===== src/rtl/rs_t1_pkg.sv =====
// Shared types and GF(2^8) helpers for the t=1 Reed-Solomon decoder.
// Field uses primitive polynomial 0x11D with alpha = 0x02.
package rs_t1_pkg;

    localparam int SYM_W = 8;
    localparam logic [8:0] GF_POLY = 9'h11D;

    typedef logic [SYM_W-1:0] sym_t;

    typedef enum logic [1:0] {
        ST_COLLECT,
        ST_SEARCH,
        ST_EMIT
    } state_t;

    function automatic sym_t gf_mul_alpha(input sym_t x);
        sym_t red;
        red = x[SYM_W-1] ? GF_POLY[SYM_W-1:0] : '0;
        return {x[SYM_W-2:0], 1'b0} ^ red;
    endfunction

endpackage


===== src/rtl/rs_t1_decoder_if.sv =====
// Symbol stream in, corrected data stream out, plus frame status.
// The decoder takes the slave side; the producer/consumer the master side.
interface rs_t1_decoder_if;
    import rs_t1_pkg::*;

    logic in_valid;
    logic in_ready;
    sym_t in_sym;
    logic out_valid;
    logic out_ready;
    sym_t out_sym;
    logic out_last;
    logic err_detected;
    logic err_corrected;
    logic err_uncorrectable;

    modport master (
        output in_valid, in_sym, out_ready,
        input  in_ready, out_valid, out_sym, out_last,
        input  err_detected, err_corrected, err_uncorrectable
    );

    modport slave (
        input  in_valid, in_sym, out_ready,
        output in_ready, out_valid, out_sym, out_last,
        output err_detected, err_corrected, err_uncorrectable
    );

endinterface


===== src/rtl/rs_frame_buffer.sv =====
// Holds one received codeword; written while collecting, read while emitting.
// Contents are always fully rewritten before being read, so no reset.
module rs_frame_buffer
    import rs_t1_pkg::*;
#(
    parameter int N  = 16,
    parameter int AW = $clog2(N)
) (
    input  logic          clk,
    input  logic          we,
    input  logic [AW-1:0] waddr,
    input  sym_t          wdata,
    input  logic [AW-1:0] raddr,
    output sym_t          rdata
);

    sym_t mem [N];

    // Single write port, one symbol per accepted input.
    always_ff @(posedge clk) begin
        if (we) mem[waddr] <= wdata;
    end

    assign rdata = mem[raddr];

endmodule


===== src/rtl/rs_t1_decoder.sv =====
// Symbol-serial t=1 RS decoder: collect + syndromes, sequential
// error-position search, then stream out corrected data symbols.
module rs_t1_decoder
    import rs_t1_pkg::*;
#(
    parameter int N = 16
) (
    input  logic             clk,
    input  logic             rst_n,
    rs_t1_decoder_if.slave   bus
);

    localparam int K  = N - 2;
    localparam int AW = $clog2(N);
    localparam logic [7:0] LAST_IDX  = 8'(N - 1);
    localparam logic [7:0] LAST_DATA = 8'(K - 1);

    state_t     state_q, state_d;
    logic [7:0] idx_q, j_q, p_q;
    sym_t       s0_q, s1_q, t_q;
    logic       det_q, cor_q, unc_q;

    logic exit_search;
    logic nx_det, nx_cor, nx_unc;
    logic in_fire, out_fire;
    logic fix;
    sym_t rd_data;

    assign in_fire  = bus.in_valid && bus.in_ready;
    assign out_fire = bus.out_valid && bus.out_ready;

    rs_frame_buffer #(.N(N), .AW(AW)) u_buf (
        .clk   (clk),
        .we    (in_fire),
        .waddr (idx_q[AW-1:0]),
        .wdata (bus.in_sym),
        .raddr (j_q[AW-1:0]),
        .rdata (rd_data)
    );

    // Next state and the status produced when the search finishes.
    always_comb begin
        state_d     = state_q;
        exit_search = 1'b0;
        nx_det      = 1'b0;
        nx_cor      = 1'b0;
        nx_unc      = 1'b0;
        unique case (state_q)
            ST_COLLECT: begin
                if (in_fire && idx_q == LAST_IDX) state_d = ST_SEARCH;
            end
            ST_SEARCH: begin
                if (s0_q == '0 && s1_q == '0) begin
                    exit_search = 1'b1;
                end else if (s0_q == '0 || s1_q == '0) begin
                    exit_search = 1'b1;
                    nx_det      = 1'b1;
                    nx_unc      = 1'b1;
                end else if (t_q == s1_q) begin
                    exit_search = 1'b1;
                    nx_det      = 1'b1;
                    nx_cor      = 1'b1;
                end else if (p_q == LAST_IDX) begin
                    exit_search = 1'b1;
                    nx_det      = 1'b1;
                    nx_unc      = 1'b1;
                end
                if (exit_search) state_d = ST_EMIT;
            end
            ST_EMIT: begin
                if (out_fire && j_q == LAST_DATA) state_d = ST_COLLECT;
            end
            default: state_d = ST_COLLECT;
        endcase
    end

    // State, syndromes, search registers, emit index and frame status.
    always_ff @(posedge clk or negedge rst_n) begin
        if (!rst_n) begin
            state_q <= ST_COLLECT;
            idx_q   <= '0;
            j_q     <= '0;
            p_q     <= '0;
            s0_q    <= '0;
            s1_q    <= '0;
            t_q     <= '0;
            det_q   <= 1'b0;
            cor_q   <= 1'b0;
            unc_q   <= 1'b0;
        end else begin
            state_q <= state_d;
            if (in_fire) begin
                s0_q <= s0_q ^ bus.in_sym;
                s1_q <= gf_mul_alpha(s1_q) ^ bus.in_sym;
                if (idx_q == LAST_IDX) begin
                    idx_q <= '0;
                    p_q   <= '0;
                    t_q   <= s0_q ^ bus.in_sym;
                end else begin
                    idx_q <= idx_q + 8'd1;
                end
            end
            if (state_q == ST_SEARCH) begin
                if (exit_search) begin
                    det_q <= nx_det;
                    cor_q <= nx_cor;
                    unc_q <= nx_unc;
                end else begin
                    p_q <= p_q + 8'd1;
                    t_q <= gf_mul_alpha(t_q);
                end
            end
            if (out_fire) begin
                if (j_q == LAST_DATA) begin
                    j_q  <= '0;
                    s0_q <= '0;
                    s1_q <= '0;
                end else begin
                    j_q <= j_q + 8'd1;
                end
            end
        end
    end

    // Degree p maps to buffer index N-1-p; parity positions never match j.
    assign fix = cor_q && (j_q == (LAST_IDX - p_q));

    assign bus.in_ready          = (state_q == ST_COLLECT);
    assign bus.out_valid         = (state_q == ST_EMIT);
    assign bus.out_sym           = bus.out_valid ? (rd_data ^ (fix ? s0_q : '0)) : '0;
    assign bus.out_last          = bus.out_valid && (j_q == LAST_DATA);
    assign bus.err_detected      = det_q;
    assign bus.err_corrected     = cor_q;
    assign bus.err_uncorrectable = unc_q;

endmodule


===== src/flat_wrapper.sv =====
// flat-port wrapper written by rule: the top's interface ports become plain ports
module rs_t1_decoder_flat import rs_t1_pkg::*;
#(
    parameter int N = 16
)
  (clk, rst_n, bus_in_valid, bus_in_sym, bus_out_ready, bus_in_ready, bus_out_valid, bus_out_sym, bus_out_last, bus_err_detected, bus_err_corrected, bus_err_uncorrectable);
  rs_t1_decoder_if bus_i ();
  input  logic clk;
  input  logic rst_n;
  input wire logic [$bits(bus_i.in_valid)-1:0] bus_in_valid;
  input wire logic [$bits(bus_i.in_sym)-1:0] bus_in_sym;
  input wire logic [$bits(bus_i.out_ready)-1:0] bus_out_ready;
  output wire logic [$bits(bus_i.in_ready)-1:0] bus_in_ready;
  output wire logic [$bits(bus_i.out_valid)-1:0] bus_out_valid;
  output wire logic [$bits(bus_i.out_sym)-1:0] bus_out_sym;
  output wire logic [$bits(bus_i.out_last)-1:0] bus_out_last;
  output wire logic [$bits(bus_i.err_detected)-1:0] bus_err_detected;
  output wire logic [$bits(bus_i.err_corrected)-1:0] bus_err_corrected;
  output wire logic [$bits(bus_i.err_uncorrectable)-1:0] bus_err_uncorrectable;
  assign bus_i.in_valid = bus_in_valid;
  assign bus_i.in_sym = bus_in_sym;
  assign bus_i.out_ready = bus_out_ready;
  assign bus_in_ready = bus_i.in_ready;
  assign bus_out_valid = bus_i.out_valid;
  assign bus_out_sym = bus_i.out_sym;
  assign bus_out_last = bus_i.out_last;
  assign bus_err_detected = bus_i.err_detected;
  assign bus_err_corrected = bus_i.err_corrected;
  assign bus_err_uncorrectable = bus_i.err_uncorrectable;
  rs_t1_decoder #(.N(N)) u_core (.clk(clk), .rst_n(rst_n), .bus(bus_i));
endmodule

===== config.mk =====
export PLATFORM = sky130hd
export DESIGN_NAME = rs_t1_decoder_flat
export DESIGN_NICKNAME = d
export VERILOG_FILES = /design/src/rtl/rs_t1_pkg.sv /design/src/rtl/rs_t1_decoder_if.sv /design/src/rtl/rs_frame_buffer.sv /design/src/rtl/rs_t1_decoder.sv /design/src/flat_wrapper.sv
export SDC_FILE = /design/constraint.sdc
export NUM_CORES = 1
export LEC_CHECK = 0
export CORE_ASPECT_RATIO = 1.1
export CORE_MARGIN = 10
export CORE_UTILIZATION = 60
export CTS_CLUSTER_SIZE = 10
export DETAILED_ROUTE_END_ITERATION = 8
export PLACE_DENSITY = 0.8
export SYNTH_ARGS = -nofsm -noshare
export SYNTH_HDL_FRONTEND = slang
export SYNTH_SLANG_ARGS = --single-unit

===== constraint.sdc =====
create_clock -name clk -period 4 [get_ports clk]
set_input_delay 1.2 -clock clk [delete_from_list [all_inputs] [get_ports clk]]
set_output_delay 1.2 -clock clk [all_outputs]
set_load 0.05 [all_outputs]

Yosys cells after proc, flatten, opt, wreduce, memory -nomap -nowiden
Memories as Yosys holds them, arrays and structs flattened.
Index checks and enable logic that the tools add are counted.

word-level totals
  register bits = 53
  RAM bits = 128
  bits of input ports = 12
  output and inout port bits = 14
  memories kept = 1

cells by class
  add/sub/neg operators = 4
  equal/unequal tests = 10
  mux-type cells = 39
  bitwise gates (word level) = 5
  reductions and logical operators = 13

memory list
  memory            words  width  rd ports  clocked after memory_dff  write ports  line                   RTL
  u_core.u_buf.mem  16     8      1         0                         1            rs_frame_buffer.sv:17  sym_t mem [N];

operators with widths
  kind                   number
  $mux W8                18
  $xor A8 B8 Y8          5
  $add A8 B1 Y8 const B  3
  $eq A8 B4 Y1 const B   3
  $eq A8 B8 Y1           2
  $logic_not A8 Y1       2
  $mux W1                15
  $mux W5                2
  $sub A4 B8 Y8 const A  1
  $logic_and A1 B1 Y1    7
  $mux W2                3
  $pmux W2 S3            1
  $ne A2 B2 Y1 const B   2
  $reduce_and A3 Y1      1
  $eq A2 B1 Y1 const B   1
  $eq A2 B2 Y1 const B   1
  $logic_not A2 Y1       1
  $ne A2 B1 Y1 const B   1
  $reduce_and A2 Y1      1
  $logic_or A1 B1 Y1     1

Depth between registers and ports, before layout
Gate-level depths: netlist of the first run.

  depth in word-level cells = 9
  depth in mapped cells = 9

By module
From an unflattened synthesis of the first run, not the netlist that was laid out.

unflattened totals
  cells, all modules = 554
  area, all modules = 8124.0 um2

modules (own cells, without submodules)
  module           instances  cells an instance  area an instance (um2)
  rs_frame_buffer  1          221                4987.3
  rs_t1_decoder    1          333                3136.8

Least setup slack after synthesis of the first run
Ideal clock, no wire load.

  kind = reg2out
  start = reg u_core.p_q[4]
  end = out bus_out_sym[0]
  arrival time = 2.529 ns
  required time = 2.800 ns
  path slack = 0.271 ns
  cell stages (with the launch flop) = 9
  path buffers = 1
  path through = dfrtp_1 clkbuf_1 inv_1 ha_1 xor2_1 nor3_1 nand4_1 xor2_1 nor2_1

on the way
  longest elaborated chain between the ends = 6

RTL lines
  what                    line                  RTL
  from (decl)             rs_t1_decoder.sv:19   logic [7:0] idx_q, j_q, p_q;
  from (signal assigned)  rs_t1_decoder.sv:109  p_q <= p_q + 8'd1;
  $sub A4 B8 Y8           rs_t1_decoder.sv:126  assign fix = cor_q && (j_q == (LAST_IDX - p_q));
  $eq A8 B8 Y1            rs_t1_decoder.sv:126
  $logic_and A1 B1 Y1     rs_t1_decoder.sv:126
  $mux W8                 rs_t1_decoder.sv:130  assign bus.out_sym = bus.out_valid ? (rd_data ^ (fix ? s0_q : '0)) : '0;
  $xor A8 B8 Y8           rs_t1_decoder.sv:130
  $mux W8                 rs_t1_decoder.sv:130
  to (decl)               flat_wrapper.sv:15    output wire logic [$bits(bus_i.out_sym)-1:0] bus_out_sym;

No other way between the ends.

Worst setup path in the final report of the first run
  start = reg u_core.j_q[1]
  end = out bus_out_sym[0]

on the way
  longest elaborated chain between the ends = 5
  elaborated cells on any way between the ends = 6
  those cells by class = eq/ne: 1; mux: 2; bitwise: 1; reduce/logical: 1; memory: 1

RTL lines
  what                                                                    line                  RTL
  from (decl)                                                             rs_t1_decoder.sv:19
  from (signal assigned)                                                  rs_t1_decoder.sv:119  j_q <= j_q + 8'd1;
  parallel branches: the longest is 3 deep, another holds $mem_v2 Z16 W8  n/a
  $xor A8 B8 Y8 (*)                                                       rs_t1_decoder.sv:130
  $mux W8 (*)                                                             rs_t1_decoder.sv:130

Every way passes the cells marked *.

==> results.py, run 1 <==
metrics = {
    "sta": {
        "relSlewSlack": 0.342,
        "tightest_slew_ns": 0.987,
        "worst_clock_skew_ns": 0.00933,
        "finalMaxSlewViolations": 0,
        "fin_setup_tns_ns": 0,
        "fmax_ghz": 0.259,
        "setup_viol_count_final": 0,
        "hold_violations": 0,
        "post-route-period-util": 0.966,
        "grt_setup_unrepaired": "no",
        "period_needed_ns": 3.86,
    },
    "floorplan": {
        "die_h_um": 142,
        "dieArea_um2": 18600,
        "ioPinCount": 26,
        "initial_core_util": 0.615,
        "rows": 44,
        "dieWidth_um": 131,
        "coreArea_um2": 13200,
    },
    "synthesis": {
        "synthTopCellsByArea": "edfxtp_1 (47%), dfrtp_1 (16%), mux4_2 (8.3%), xnor2_1 (4.2%), xor2_1 (2.6%)",
        "synth_ff_type": "edfxtp_1",
        "synth-simple-area-share": 0.111,
        "synthXorXnorAreaFrac": 0.0679,
        "synthCells": 569,
        "synth_edf_count": 128,
        "yosysSeqAreaShare": 0.636,
        "synth_nets": 590,
        "yosys.area.top_type": "edfxtp_1",
        "avgSynthCellArea_um2": 14.3,
        "synth-seq-cells": 181,
        "synthAdderAreaFrac": 0.0139,
        "ys_warn_count": 0,
        "synthMuxAreaShare": 0.0982,
        "synth_area_um2": 8130,
        "async_reset_ff_frac": 0.293,
        "ys_types": 50,
        "synth_top_family_by_area": "simple AND/OR/NAND/NOR gates",
        "synth_top_cell_area_share": 0.473,
        "synth_compound_area_frac": 0.0494,
    },
    "worst_setup_path": {
        "crit_path_max_incr_delay_ns": 0.61,
        "crit_required_ns": 2.80,
        "crit_path_frequent_cell": "nor2_1",
        "critical_path.endpoint_type": "primary output",
        "crit_slowest_cell": "mux4_2",
        "arrival_ns": 2.66,
        "worstSetupPathType": "flip-flop to primary output",
        "worstPathMaxFanout": 24,
        "startpoint_type": "flip-flop",
        "path_cells": "buf_4 > mux4_2 > o22ai_1 > nor2_1 > xor2_1 > nor2_1 > buf_12",
    },
    "detailed_routing": {
        "ant_nets": 0,
        "drc": 0,
        "wl_met1_um": 7230,
        "met3_wirelength_um": 1100,
        "wl_met2_um": 8340,
        "vias": 4831,
        "drtIter0Drc": 615,
        "firstDrtPassIters": 5,
        "routedWlPerCell_um": 21.8,
        "wl_um": 17000,
        "highest_layer": "met4",
        "vias_per_cell": 6.19,
    },
    "global_routing": {
        "grt_pass1_wl_um": 27100,
        "grt_antenna_before_repair": 0,
        "grt_pass1_vias": 4818,
        "grt_overflow": 0,
        "grt_use_total": 0.194,
        "grt_max_degree": 44,
    },
    "final_layout": {
        "num-nets-final": 629,
        "diodes": 0,
        "fillers": 876,
        "layout-drive-gt1-share": 0.177,
        "syn2layout_area_growth_pct": 13.5,
        "final_cells": 781,
        "design_area_um2": 9220,
    },
    "power_and_ir_drop": {
        "p_comb_frac": 0.288,
        "power.share.clock": 0.259,
        "seqPwrFrac": 0.453,
        "switching_share": 0.336,
        "internal_power_mw": 3.96,
        "cellLeakagePower_nw": 3.31,
        "powerDensity_nw_per_um2": 647,
        "p_sw_mw": 2.00,
        "max-vdd-ir-drop_v": 0.000403,
    },
    "clocking": {
        "cts_sinks": 181,
        "clock_latency_ns": 0.43,
        "hold_buffers": 0,
        "cts-htree-levels": 4,
        "cts.path.max_buffers": 2,
        "cts_tree": "yes",
        "numCtsBuffers": 17,
        "clk_pin_slew_ns": 0.06,
        "cts_root_buf": "clkbuf_16",
    },
    "flow_run": {
        "max_cap_violations": 0,
    },
    "placed_design": {
        "gp_congestion": 0.851,
        "portBuffers": 25,
        "dp_hpwl_um": 11500,
        "dpl_cell_area_um2": 8670,
        "placed_cells": 750,
    },
    "outcome": {
        "outcome": "finished clean",
    },
    "min_path": {
        "holdCritPathClass": "flip-flop to flip-flop",
    },
}
[layout by cell type, fill, tap and decap left out, drive strengths merged, types with 3 or more instances in the layout]
cell type,instances
buf,30
dfrtp,53
and3,12
or3,3
o21ai,17
clkinv,5
mux2i,10
xnor2,39
or4,5
a211oi,5
edfxtp,128
mux4,30
a21oi,8
o22ai,16
nor2b,3
clkdlybuf4s50,15
o31ai,3
xor2,24
a221oi,6
clkinvlp,3
and2,4
nand3,13
nand2b,4
clkbuf,18
nor3,13
ha,9
nand4,12
nor2,55
inv,15
nand2,47
[power groups by stage]
stage                     clock (mW)  sequential, mW  combinational, mW
after CTS                       1.55            2.69               1.71
after floorplan                    0            2.61               1.33
final                           1.54            2.70               1.72
after global placement             0            2.70               1.63
after detailed placement           0            2.72               1.69
after global routing            1.64            2.74               1.87
[layer usage]
layer,vias up,GRT usage
met5,-,0
met4,0,0.0703
met3,26,0.0444
met2,226,0.299
met1,2382,0.265
li1,2197,-
[final timing paths]
kind	startpoint	endpoint	slack [ns]	cells past startpoint
worst max register to register	u_core.p_q[0]$_DFF_PN0_	u_core.p_q[6]$_DFF_PN0_	1.46	7
worst min-delay path	u_core.idx_q[7]$_DFFE_PN0P_	u_core.idx_q[7]$_DFFE_PN0P_	0.48	1
min in group asynchronous	rst_n	u_core.s1_q[4]$_DFF_PN0_	0.93	1
worst max-delay path	u_core.j_q[1]$_DFFE_PN0P_	bus_out_sym[0]	0.14	7
worst min register to register	u_core.idx_q[7]$_DFFE_PN0P_	u_core.idx_q[7]$_DFFE_PN0P_	0.48	1
max in group asynchronous	rst_n	u_core.idx_q[7]$_DFFE_PN0P_	2.35	2
[kinds of logic (layout without fill, tap and decap cells)]
group | Yosys count | count (layout)
xor+xnor | 63 | 63
fa+ha+maj | 9 | 9
flops | 181 | 181
compound gates | 59 | 59
mux | 42 | 42
buf+inv | 36 | 87
simple gates | 179 | 179
[timing repair]
action / 4_1_cts / 5_1_grt
setup buffers: 0 / 0
setup endpoints to repair: 0 / 8
resized for setup: 0 / 2
[flip-flops by register name, indices dropped and copies added (netlist names), 2 cells and up]
register,flops
u_core.u_buf.mem,128
u_core.s1_q,8
u_core.s0_q,8
u_core.state_q,2
u_core.t_q,8
u_core.j_q,8
u_core.p_q,8
u_core.idx_q,8
[synthesized netlist by cell type (all sizes together) (3+ instances only)]
library cell	count
edfxtp	128
nor2	55
dfrtp	53
nand2	47
xnor2	39
mux4	30
xor2	24
o21ai	17
buf	16
o22ai	16
nand3	13
nor3	13
and3	12
nand4	12
inv	11
mux2i	10
clkbuf	9
ha	9
a21oi	8
a221oi	6
a211oi	5
or4	5
and2	4
nand2b	4
nor2b	3
o31ai	3
or3	3
[through the flow]
stage / power [mW] / utilization / hold WS, ns / setup WS (ns)
after detailed placement: 4.41 / 0.656 / 0.472 / 0.470
after global routing: 6.25 / 0.698 / 0.501 / 0.0291
after global placement: 4.33 / 0.656 / 0.452 / 0.588
final: 5.96 / 0.698 / 0.483 / 0.137
after CTS: 5.95 / 0.697 / 0.484 / 0.0139
after floorplan: 3.94 / - / 0.435 / 0.271
[worst max-delay path: cells and delay by family (launching register included)]
family / cells / cell delay [ns]
multiplexers: 1 / 0.61
buffers and inverters: 2 / 0.56
XOR/XNOR: 1 / 0.17
AND/OR/NAND/NOR: 2 / 0.32
flip-flops: 1 / 0.36
AO/OA/AOI/OAI: 1 / 0.20
[area by class of cell]
| class | instances | area, µm² | area share |
|---|---|---|---|
| clock buffer | 18 | 429 | 0.0465 |
| sequential | 181 | 5170 | 0.561 |
| tap | 161 | 201 | 0.0218 |
| timing repair buffer | 45 | 485 | 0.0526 |
| clock inverter | 13 | 108 | 0.0117 |
| multi-input combinational | 352 | 2790 | 0.302 |
| inverter | 11 | 41.3 | 0.00448 |
(Power assumes the default switching activity.)
==> run 2, diff against run 1 <==
Clock period 4 ns to 4.2 ns, I/O delays scaled along.
==> run 2 against run 1 <==
Critical path depth rose by 2. Core utilization fell by 0.11 points. Critical endpoint is now bus_out_sym[7]. Combinational power fell by 4%. Clock power barely moved. Sequential share of layout area rose by 0.10 points. Setup slack improved by 0.070 ns. Sequential power fell by 4%. Hold slack got worse by 0.022 ns.
==> results.py, run 2 (synthesized netlist as in run 1, its figures left out) <==
metrics = {
    "outcome": {
        "outcome": "finished clean",
    },
    "worst_setup_path": {
        "crit_required_ns": 2.94,
        "arrival_ns": 2.73,
        "path_cells": "inv_1 > ha_1 > xnor2_1 > nand3_1 > o31ai_4 > nand4_1 > xor2_1 > nor2_1 > buf_12",
        "critical_path.endpoint_type": "primary output",
        "crit_start": "u_core.p_q[4]$_DFF_PN0_",
        "worstSetupPathType": "flip-flop to primary output",
        "cp.buffers_inverters": 2,
        "crit_path_max_incr_delay_ns": 0.49,
        "worstPathMaxFanout": 8,
        "crit_slowest_cell": "dfrtp_1",
        "startpoint_type": "flip-flop",
        "critical_path.top_delay_family": "simple AND/OR/NAND/NOR gates",
        "timing.rr.start": "u_core.p_q[0]$_DFF_PN0_",
    },
    "clocking": {
        "cts_tree": "yes",
        "hold_buffers": 0,
        "cts_root_buf": "clkbuf_16",
        "cts.path.max_buffers": 2,
        "numCtsBuffers": 17,
        "clock_latency_ns": 0.43,
        "clk_pin_slew_ns": 0.07,
        "cts_sinks": 181,
        "cts-htree-levels": 4,
    },
    "detailed_routing": {
        "ant_nets": 0,
        "firstDrtPassIters": 6,
        "routedWlPerCell_um": 23.1,
        "drc": 0,
        "wl_um": 17900,
        "drtIter0Drc": 662,
        "vias": 5020,
        "vias_per_cell": 6.46,
    },
    "final_layout": {
        "layout_commonest_cell": "edfxtp_1",
        "layout-drive-gt1-share": 0.177,
        "diodes": 0,
        "top_register": "u_core.u_buf.mem",
        "num-nets-final": 624,
        "layout_common_cells": "edfxtp_1 (128), nor2_1 (52), dfrtp_1 (52)",
        "largest_reg_flops": 128,
        "regArea_um2": 5170,
        "fin_util": 0.697,
        "multi_input_area_um2": 2780,
        "fillers": 847,
        "final_cells": 777,
        "syn2layout_area_growth_pct": 13.3,
    },
    "sta": {
        "fmax_ghz": 0.250,
        "hold_violations": 0,
        "post-route-period-util": 0.951,
        "setup_viol_count_final": 0,
        "grt_setup_unrepaired": "no",
        "tightest_slew_ns": 0.909,
        "worst_clock_skew_ns": 0.00610,
        "fin_setup_tns_ns": 0,
        "relSlewSlack": 0.392,
        "finalMaxSlewViolations": 0,
        "period_needed_ns": 3.99,
    },
    "min_path": {
        "holdCritPathClass": "flip-flop to flip-flop",
        "hold_path_startpoint": "u_core.idx_q[7]$_DFFE_PN0P_",
    },
    "global_routing": {
        "grt_pass1_wl_um": 28400,
        "grt_antenna_before_repair": 0,
        "grt_max_degree": 38,
        "grt_pass1_vias": 5022,
        "grt_use_total": 0.203,
        "grt_overflow": 0,
    },
    "power_and_ir_drop": {
        "power_mw": 5.74,
        "max-vdd-ir-drop_v": 0.000355,
        "powerDensity_nw_per_um2": 623,
        "cellLeakagePower_nw": 3.30,
    },
    "floorplan": {
        "dieWidth_um": 131,
        "dieArea_um2": 18600,
        "coreArea_um2": 13200,
        "rows": 44,
        "die_h_um": 142,
        "ioPinCount": 26,
        "initial_core_util": 0.615,
    },
    "placed_design": {
        "dp_hpwl_um": 12000,
        "portBuffers": 25,
        "gp_congestion": 0.890,
        "placed_cells": 745,
    },
    "flow_run": {
        "max_cap_violations": 0,
    },
}
-- run 2: final cells by class --
type	count	share of cell area
Multi-Input combinational cell	352	0.302
Sequential cell	181	0.562
Inverter	11	0.00448
Clock buffer	17	0.0462
Clock inverter	15	0.0152
Timing Repair Buffer	40	0.0487
Tap cell	161	0.0219
-- run 2: worst paths after layout --
| path | end | slack [ns] | cells after the start |
|---|---|---|---|
| max in group asynchronous | u_core.p_q[5]$_DFF_PN0_ | 2.52 | 2 |
| worst max register to register | u_core.p_q[6]$_DFF_PN0_ | 1.68 | 7 |
| worst min-delay path | u_core.idx_q[7]$_DFFE_PN0P_ | 0.46 | 1 |
| worst min register to register | u_core.idx_q[7]$_DFFE_PN0P_ | 0.46 | 1 |
| min in group asynchronous | u_core.s1_q[3]$_DFF_PN0_ | 0.86 | 1 |
| worst max-delay path | bus_out_sym[7] | 0.21 | 9 |
-- run 2: per-layer routing --
metal	share of wire	GRT usage	wire (µm)	vias up
met5	0	0	0	-
met4	0.024	0.0803	433	0
met3	0.071	0.0399	1280	35
met2	0.50	0.314	8920	280
met1	0.41	0.276	7280	2512
li1	-	-	-	2193
-- run 2: through the flow --
stage	setup slack, ns	hold WS [ns]	cell area [µm²]
2_1_floorplan	0.411	0.435	8130
3_3_place_gp	0.631	0.451	8630
3_5_place_dp	0.539	0.452	8630
4_1_cts	0.0641	0.462	9200
5_1_grt	0.0985	0.512	9210
6_report	0.207	0.460	9210
-- run 2: repair_timing --
| action | in CTS | in global routing |
|---|---|---|
| buffers inserted | 0 | 0 |
| endpoints found under the setup margin | 0 | 8 |
| gates resized for setup | 0 | 2 |
-- run 2: power breakdown --
part | switching, mW | internal, mW
clock network | 0.728 | 0.784
logic | 0.918 | 0.727
registers | 0.347 | 2.23
==> run 3, diff against run 2 <==
Settings changed: ABC_CLOCK_PERIOD_IN_PS set to 4200.
==> results of run 3 <==
Final layout, timing and power as in run 2 (identical DEF).
